File: src/rtl/dmem_port_arbiter_if.sv
// Data-memory port bundle: CPU request, DMA request and memory-side signals.
// The arbiter takes the slave view; the surrounding pipeline/DMA/memory take the master view.
interface dmem_port_arbiter_if #(
  parameter int ADDR_W = 30,
  parameter int DATA_W = 32
);
  logic              cpu_ren;
  logic              cpu_wen;
  logic [ADDR_W-1:0] cpu_addr;
  logic [DATA_W-1:0] cpu_wdata;
  logic [DATA_W-1:0] cpu_rdata;
  logic              cpu_stall;

  logic              dma_req;
  logic              dma_wen;
  logic [ADDR_W-1:0] dma_addr;
  logic [DATA_W-1:0] dma_wdata;
  logic              dma_gnt;
  logic              dma_done;
  logic [DATA_W-1:0] dma_rdata;

  logic              mem_ren;
  logic              mem_wen;
  logic [ADDR_W-1:0] mem_addr;
  logic [DATA_W-1:0] mem_wdata;
  logic [DATA_W-1:0] mem_rdata;
  logic              mem_stall;

  modport slave (
    input  cpu_ren, cpu_wen, cpu_addr, cpu_wdata,
    output cpu_rdata, cpu_stall,
    input  dma_req, dma_wen, dma_addr, dma_wdata,
    output dma_gnt, dma_done, dma_rdata,
    output mem_ren, mem_wen, mem_addr, mem_wdata,
    input  mem_rdata, mem_stall
  );

  modport master (
    output cpu_ren, cpu_wen, cpu_addr, cpu_wdata,
    input  cpu_rdata, cpu_stall,
    output dma_req, dma_wen, dma_addr, dma_wdata,
    input  dma_gnt, dma_done, dma_rdata,
    input  mem_ren, mem_wen, mem_addr, mem_wdata,
    output mem_rdata, mem_stall
  );
endinterface

File: src/rtl/dmem_port_arbiter.sv
// Shares the data-memory port between the CPU memory stage and a DMA master, locking across wait states.
// Define DMEM_ARB_FAIRNESS_EN to compile in the DMA starvation counter and priority override.
module dmem_port_arbiter #(
  parameter int ADDR_W       = 30,
  parameter int DATA_W       = 32,
  parameter int STARVE_LIMIT = 4
) (
  input logic                clk,
  input logic                rst_n,
  dmem_port_arbiter_if.slave bus
);

  typedef enum logic [1:0] {S_IDLE, S_CPU_LOCK, S_DMA_LOCK} state_t;
  typedef enum logic [1:0] {G_NONE, G_CPU, G_DMA} grant_t;

  localparam logic [ADDR_W-1:0] ADDR_ZERO = '0;
  localparam logic [DATA_W-1:0] DATA_ZERO = '0;

  if (STARVE_LIMIT < 1 || STARVE_LIMIT > 15) begin : g_bad_limit
    $error("dmem_port_arbiter: STARVE_LIMIT must be in 1..15");
  end

  state_t state_q, state_d;
  grant_t grant;
  grant_t port_gnt;
  logic   cpu_req;
  logic   dma_priority;

  assign cpu_req = bus.cpu_ren | bus.cpu_wen;

`ifdef DMEM_ARB_FAIRNESS_EN
  localparam logic [3:0] LIMIT = 4'(STARVE_LIMIT);
  logic [3:0] starve_cnt_q;

  assign dma_priority = bus.dma_req && (starve_cnt_q == LIMIT);

  always_ff @(posedge clk or negedge rst_n) begin
    if (!rst_n)
      starve_cnt_q <= 4'd0;
    else if (grant == G_DMA)
      starve_cnt_q <= 4'd0;
    else if (bus.dma_req && starve_cnt_q < LIMIT)
      starve_cnt_q <= starve_cnt_q + 4'd1;
  end
`else
  assign dma_priority = 1'b0;
`endif

  // NOTE: state registers use non-blocking assignments so every flop samples pre-edge values.
  always_ff @(posedge clk or negedge rst_n) begin
    if (!rst_n) state_q <= S_IDLE;
    else        state_q <= state_d;
  end

  // NOTE: defaults first so no path through this block leaves a signal unassigned (no latches).
  always_comb begin
    grant   = G_NONE;
    state_d = S_IDLE;
    unique case (state_q)
      S_IDLE: begin
        if (dma_priority)     grant = G_DMA;
        else if (cpu_req)     grant = G_CPU;
        else if (bus.dma_req) grant = G_DMA;
      end
      S_CPU_LOCK: grant = G_CPU;
      S_DMA_LOCK: grant = G_DMA;
      default:    grant = G_NONE;
    endcase
    if (bus.mem_stall) begin
      if (grant == G_CPU)      state_d = S_CPU_LOCK;
      else if (grant == G_DMA) state_d = S_DMA_LOCK;
    end
  end

  // Reset gates only the output path: the flops already hold IDLE, and keeping rst_n
  // out of their D logic avoids mixing it as both async reset and sync data.
  assign port_gnt = rst_n ? grant : G_NONE;

  always_comb begin
    bus.mem_ren   = 1'b0;
    bus.mem_wen   = 1'b0;
    bus.mem_addr  = ADDR_ZERO;
    bus.mem_wdata = DATA_ZERO;
    bus.dma_gnt   = 1'b0;
    bus.dma_done  = 1'b0;
    unique case (port_gnt)
      G_CPU: begin
        bus.mem_wen   = bus.cpu_wen;
        bus.mem_ren   = bus.cpu_ren & ~bus.cpu_wen;
        bus.mem_addr  = bus.cpu_addr;
        bus.mem_wdata = bus.cpu_wdata;
      end
      G_DMA: begin
        bus.mem_wen   = bus.dma_wen;
        bus.mem_ren   = ~bus.dma_wen;
        bus.mem_addr  = bus.dma_addr;
        bus.mem_wdata = bus.dma_wdata;
        bus.dma_gnt   = 1'b1;
        bus.dma_done  = ~bus.mem_stall;
      end
      default: ;
    endcase
  end

  assign bus.cpu_stall = rst_n && cpu_req && !(port_gnt == G_CPU && !bus.mem_stall);
  assign bus.cpu_rdata = bus.mem_rdata;
  assign bus.dma_rdata = bus.mem_rdata;

endmodule

File: src/flat_wrapper.sv
// flat-port wrapper written by rule: the top's interface ports become plain ports
module dmem_port_arbiter_flat 
#(
  parameter int ADDR_W       = 30,
  parameter int DATA_W       = 32,
  parameter int STARVE_LIMIT = 4
)
  (clk, rst_n, bus_cpu_ren, bus_cpu_wen, bus_cpu_addr, bus_cpu_wdata, bus_cpu_rdata, bus_cpu_stall, bus_dma_req, bus_dma_wen, bus_dma_addr, bus_dma_wdata, bus_dma_gnt, bus_dma_done, bus_dma_rdata, bus_mem_ren, bus_mem_wen, bus_mem_addr, bus_mem_wdata, bus_mem_rdata, bus_mem_stall);
  dmem_port_arbiter_if #(.ADDR_W(ADDR_W), .DATA_W(DATA_W)) bus_i ();
  input logic clk;
  input logic rst_n;
  input wire logic [$bits(bus_i.cpu_ren)-1:0] bus_cpu_ren;
  input wire logic [$bits(bus_i.cpu_wen)-1:0] bus_cpu_wen;
  input wire logic [$bits(bus_i.cpu_addr)-1:0] bus_cpu_addr;
  input wire logic [$bits(bus_i.cpu_wdata)-1:0] bus_cpu_wdata;
  output wire logic [$bits(bus_i.cpu_rdata)-1:0] bus_cpu_rdata;
  output wire logic [$bits(bus_i.cpu_stall)-1:0] bus_cpu_stall;
  input wire logic [$bits(bus_i.dma_req)-1:0] bus_dma_req;
  input wire logic [$bits(bus_i.dma_wen)-1:0] bus_dma_wen;
  input wire logic [$bits(bus_i.dma_addr)-1:0] bus_dma_addr;
  input wire logic [$bits(bus_i.dma_wdata)-1:0] bus_dma_wdata;
  output wire logic [$bits(bus_i.dma_gnt)-1:0] bus_dma_gnt;
  output wire logic [$bits(bus_i.dma_done)-1:0] bus_dma_done;
  output wire logic [$bits(bus_i.dma_rdata)-1:0] bus_dma_rdata;
  output wire logic [$bits(bus_i.mem_ren)-1:0] bus_mem_ren;
  output wire logic [$bits(bus_i.mem_wen)-1:0] bus_mem_wen;
  output wire logic [$bits(bus_i.mem_addr)-1:0] bus_mem_addr;
  output wire logic [$bits(bus_i.mem_wdata)-1:0] bus_mem_wdata;
  input wire logic [$bits(bus_i.mem_rdata)-1:0] bus_mem_rdata;
  input wire logic [$bits(bus_i.mem_stall)-1:0] bus_mem_stall;
  assign bus_i.cpu_ren = bus_cpu_ren;
  assign bus_i.cpu_wen = bus_cpu_wen;
  assign bus_i.cpu_addr = bus_cpu_addr;
  assign bus_i.cpu_wdata = bus_cpu_wdata;
  assign bus_cpu_rdata = bus_i.cpu_rdata;
  assign bus_cpu_stall = bus_i.cpu_stall;
  assign bus_i.dma_req = bus_dma_req;
  assign bus_i.dma_wen = bus_dma_wen;
  assign bus_i.dma_addr = bus_dma_addr;
  assign bus_i.dma_wdata = bus_dma_wdata;
  assign bus_dma_gnt = bus_i.dma_gnt;
  assign bus_dma_done = bus_i.dma_done;
  assign bus_dma_rdata = bus_i.dma_rdata;
  assign bus_mem_ren = bus_i.mem_ren;
  assign bus_mem_wen = bus_i.mem_wen;
  assign bus_mem_addr = bus_i.mem_addr;
  assign bus_mem_wdata = bus_i.mem_wdata;
  assign bus_i.mem_rdata = bus_mem_rdata;
  assign bus_i.mem_stall = bus_mem_stall;
  dmem_port_arbiter #(.ADDR_W(ADDR_W), .DATA_W(DATA_W), .STARVE_LIMIT(STARVE_LIMIT)) u_core (.clk(clk), .rst_n(rst_n), .bus(bus_i));
endmodule
File: config.mk
export PLATFORM = sky130hd
export DESIGN_NAME = dmem_port_arbiter_flat
export DESIGN_NICKNAME = d
export VERILOG_FILES = /design/src/rtl/dmem_port_arbiter_if.sv /design/src/rtl/dmem_port_arbiter.sv /design/src/flat_wrapper.sv
export SDC_FILE = /design/constraint.sdc
export NUM_CORES = 1
export LEC_CHECK = 0
export BUFFER_PORTS_ARGS = -buffer_cell sky130_fd_sc_hd__buf_2
export CAP_MARGIN = 20
export CORE_AREA = 2 2 114 116
export CTS_CLUSTER_DIAMETER = 50
export DETAILED_ROUTE_END_ITERATION = 8
export DIE_AREA = 0 0 116 118
export SLEW_MARGIN = 25
export SYNTH_ARGS = -nofsm -noshare
export SYNTH_HDL_FRONTEND = slang
export SYNTH_SLANG_ARGS = --single-unit
File: constraint.sdc
create_clock -name clk -period 3.95 [get_ports clk]
set_clock_uncertainty 0.15 [all_clocks]
set_input_delay 0.395 -clock clk [delete_from_list [all_inputs] [get_ports clk]]
set_output_delay 0.395 -clock clk [all_outputs]
set_load 0.1 [all_outputs]
==> results.sh <==
export IMPL_post_cts_buffers=0
export IMPL_dp_hpwl_mm=5.536
export IMPL_ant_nets=0
export IMPL_drt_pass1_iterations=5
export IMPL_hold_viol=0
export IMPL_timing_critical_path_from="rst_n"
export IMPL_p_sw_mw=0.4188
export IMPL_p_leak_nw=1.246
export IMPL_wire_per_inst_um=12.77
export IMPL_end_kind="output port"
export IMPL_cts_max_level=1
export IMPL_antenna_found_initial=0
export IMPL_drv_slew=0
export IMPL_min_path_type="in -> reg"
export IMPL_outcome="completed"
export IMPL_final_area_sq_mm=0.002410
export IMPL_grt_max_degree=66
export IMPL_synth_top_area_share=0.3227
export IMPL_worstSetupPathType="in -> out"
export IMPL_avgSynthCellArea_sq_um=6.390
export IMPL_clkPwrFrac=0.220
export IMPL_crit_fanout=65
export IMPL_power_mw=0.6884
export IMPL_hold_depth=3
export IMPL_insertion_delay_ps=220
export IMPL_nets=521
export IMPL_syn_area_sq_mm=0.001489
export IMPL_setup_slack_ps=564.9
export IMPL_worstPathArrival_ps=2840
export IMPL_slew_limit_headroom=0.5181
export IMPL_syn_nets=399
export IMPL_clock_path_buffers=2
export IMPL_yosys_warnings=0
export IMPL_clock_sinks=2
export IMPL_critPathLaunchType="primary input"
export IMPL_syn_inst=233
export IMPL_fin_tns_setup_ps=0
export IMPL_grt_pass1_vias=1903
export IMPL_wl_mm=6.706
export IMPL_area_growth_syn_to_layout_pct=61.85
export IMPL_fillers=1446
export IMPL_setup_violations_final=0
export IMPL_reg2reg_slack_ps=2700
export IMPL_start_util=0.1199
export IMPL_root_buffer="clkbuf_16"
export IMPL_hold_slack_ps=304.5
export IMPL_p_int_mw=0.2696
export IMPL_crit_required_ps=3400
export IMPL_p_comb_frac=0.748
export IMPL_pwr_share_seq=0.033
export IMPL_grt_usage=0.08475
export IMPL_min_from="bus_mem_stall"
export IMPL_viasPerCell=3.937
export IMPL_numCtsBuffers=3
export IMPL_max_vdd_ir_drop_uv=181.7
export IMPL_core_sq_mm=0.01241
export IMPL_dp_worst_setup_slack_ps=999.1
export IMPL_cellPowerDensity_mw_per_mm2=285.7
export IMPL_ys_seq_area_frac=0.03361
export IMPL_diodes=0
export IMPL_overflow=0
export IMPL_max_cap_violations=0
export IMPL_drt_initial_drc_count=58
export IMPL_vias=2067
export IMPL_std_cell_rows=41
export IMPL_regMostFlops="u_core.state_q"
export IMPL_die_y_um=118
export IMPL_tightest_slew_ps=722.9
export IMPL_die_area_sq_mm=0.01369
export IMPL_whs_endpoint="u_core.state_q[1]"
export IMPL_reg_top3="u_core.state_q x2"
export IMPL_r2r_cells=2
export IMPL_synth_area_leaders="buf_4, a22oi_1, nor2_1"
export IMPL_drive_gt1_frac=0.7649
export IMPL_drc=0
export IMPL_dpl_instance_area_sq_mm=0.002325
export IMPL_cts_clk_slew_worst_paths_ps=30
export IMPL_die_width_um=116
export IMPL_fmax_ghz=0.2954
export IMPL_synth_cell_type_count=20
export IMPL_tritoncts="yes"
export IMPL_ios=294
export IMPL_largest_reg_flops=2
export IMPL_ctsResizeCount=0
export IMPL_ys_ff_latch=2
export IMPL_r2r_start="u_core.state_q[0]"
export IMPL_rsz0062_at_grt="false"
export IMPL_io_buffer_count=197
export IMPL_grt_pass1_wl_mm=9.480
export IMPL_layout_min_cycle_time_ps=3385
export IMPL_period_share=0.8570
export IMPL_r2r_end="u_core.state_q[0]"
export IMPL_swShare=0.6083
export IMPL_globalplace_congestion=0.7667
export IMPL_yosys_area_top_type="buf_4"
[cell families (layout without fill, tap and decap cells)]
| group | after synthesis | after routing | share of synthesized area |
|---|---|---|---|
| adders and majority gates | 3 | 3 | 0.02521 |
| DFF | 2 | 2 | 0.03361 |
| buffers and inverters | 87 | 207 | 0.3933 |
| and+or+nand+nor | 73 | 73 | 0.2042 |
| AOI/OAI and AO/OA | 68 | 68 | 0.3437 |
[area by class of cell]
cell class / count / area, sq um / share of cell area
clock buffer: 3 / 75.07 / 0.03115
inverter: 2 / 7.507 / 0.003115
multi-input combinational: 144 / 1023 / 0.4247
sequential: 2 / 50.05 / 0.02077
tap: 172 / 215.2 / 0.08930
timing repair buffer: 202 / 1039 / 0.4309
[cells in the mapped netlist]
cell type / count
a21bo_1: 1
a21boi_1: 1
a21oi_1: 2
a22oi_1: 63
and3_1: 2
buf_1: 1
buf_2: 15
buf_4: 64
clkbuf_1: 5
dfrtp_1: 2
ha_1: 3
inv_1: 2
nand2b_1: 2
nand3_1: 1
nand3b_1: 1
nor2_1: 63
nor2b_1: 2
o221a_2: 1
or3_1: 1
or3b_4: 1
[worst max path at each step]
stage                         to  cells past startpoint
3_3_place_gp   bus_mem_wdata[30]                      8
5_1_grt         bus_mem_wdata[7]                      8
3_5_place_dp   bus_mem_wdata[30]                      8
2_1_floorplan   bus_mem_addr[29]                      7
6_report        bus_mem_wdata[2]                      8
4_1_cts         bus_mem_wdata[2]                      8
[worst max-delay path: stages]
cell and delay [ps]:
dlygate4sd3_1 530, buf_2 160, nor2b_1 140, a21bo_1 210, ha_4 620, a22oi_1 220, nor2_2 110, buf_2 430
[cell usage in the layout, fill, tap and decap left out, types with 2 or more instances in the layout]
master / count
nor2b_1: 2
buf_2: 197
a22oi_1: 63
buf_4: 3
nand2b_1: 2
a21oi_1: 2
dfrtp_1: 2
nor2_2: 62
clkbuf_16: 3
inv_1: 2
and3_1: 2
[power groups by stage]
stage	Sequential [mW]	Clock, mW	Combinational (mW)
finish	0.0224	0.151	0.515
global route	0.0225	0.156	0.540
CTS	0.0224	0.154	0.517
detailed placement	0.0226	0	0.516
global placement	0.0226	0	0.516
floorplan	0.0224	0	0.695
[per-stage QoR]
stage | utilization | cells
after floorplan | - | 233
after global placement | 0.1873 | 521
after detailed placement | 0.1873 | 521
after CTS | 0.1941 | 525
after global routing | 0.1941 | 525
final | 0.1941 | 525
[metal layers]
metal / global-route usage / up-vias / wire (um)
met2: 0.1557 / 131 / 3357
met1: 0.09528 / 924 / 2516
li1: - / 994 / -
met4: 0.02902 / 0 / 172
met3: 0.01699 / 18 / 659
met5: 0 / - / 0
[what timing repair did]
action,4_1_cts,5_1_grt
setup endpoints to repair,0,0
hold buffers,1,0
endpoints found under the hold margin,2,0
Note: power is estimated with default switching activity, not from simulation.
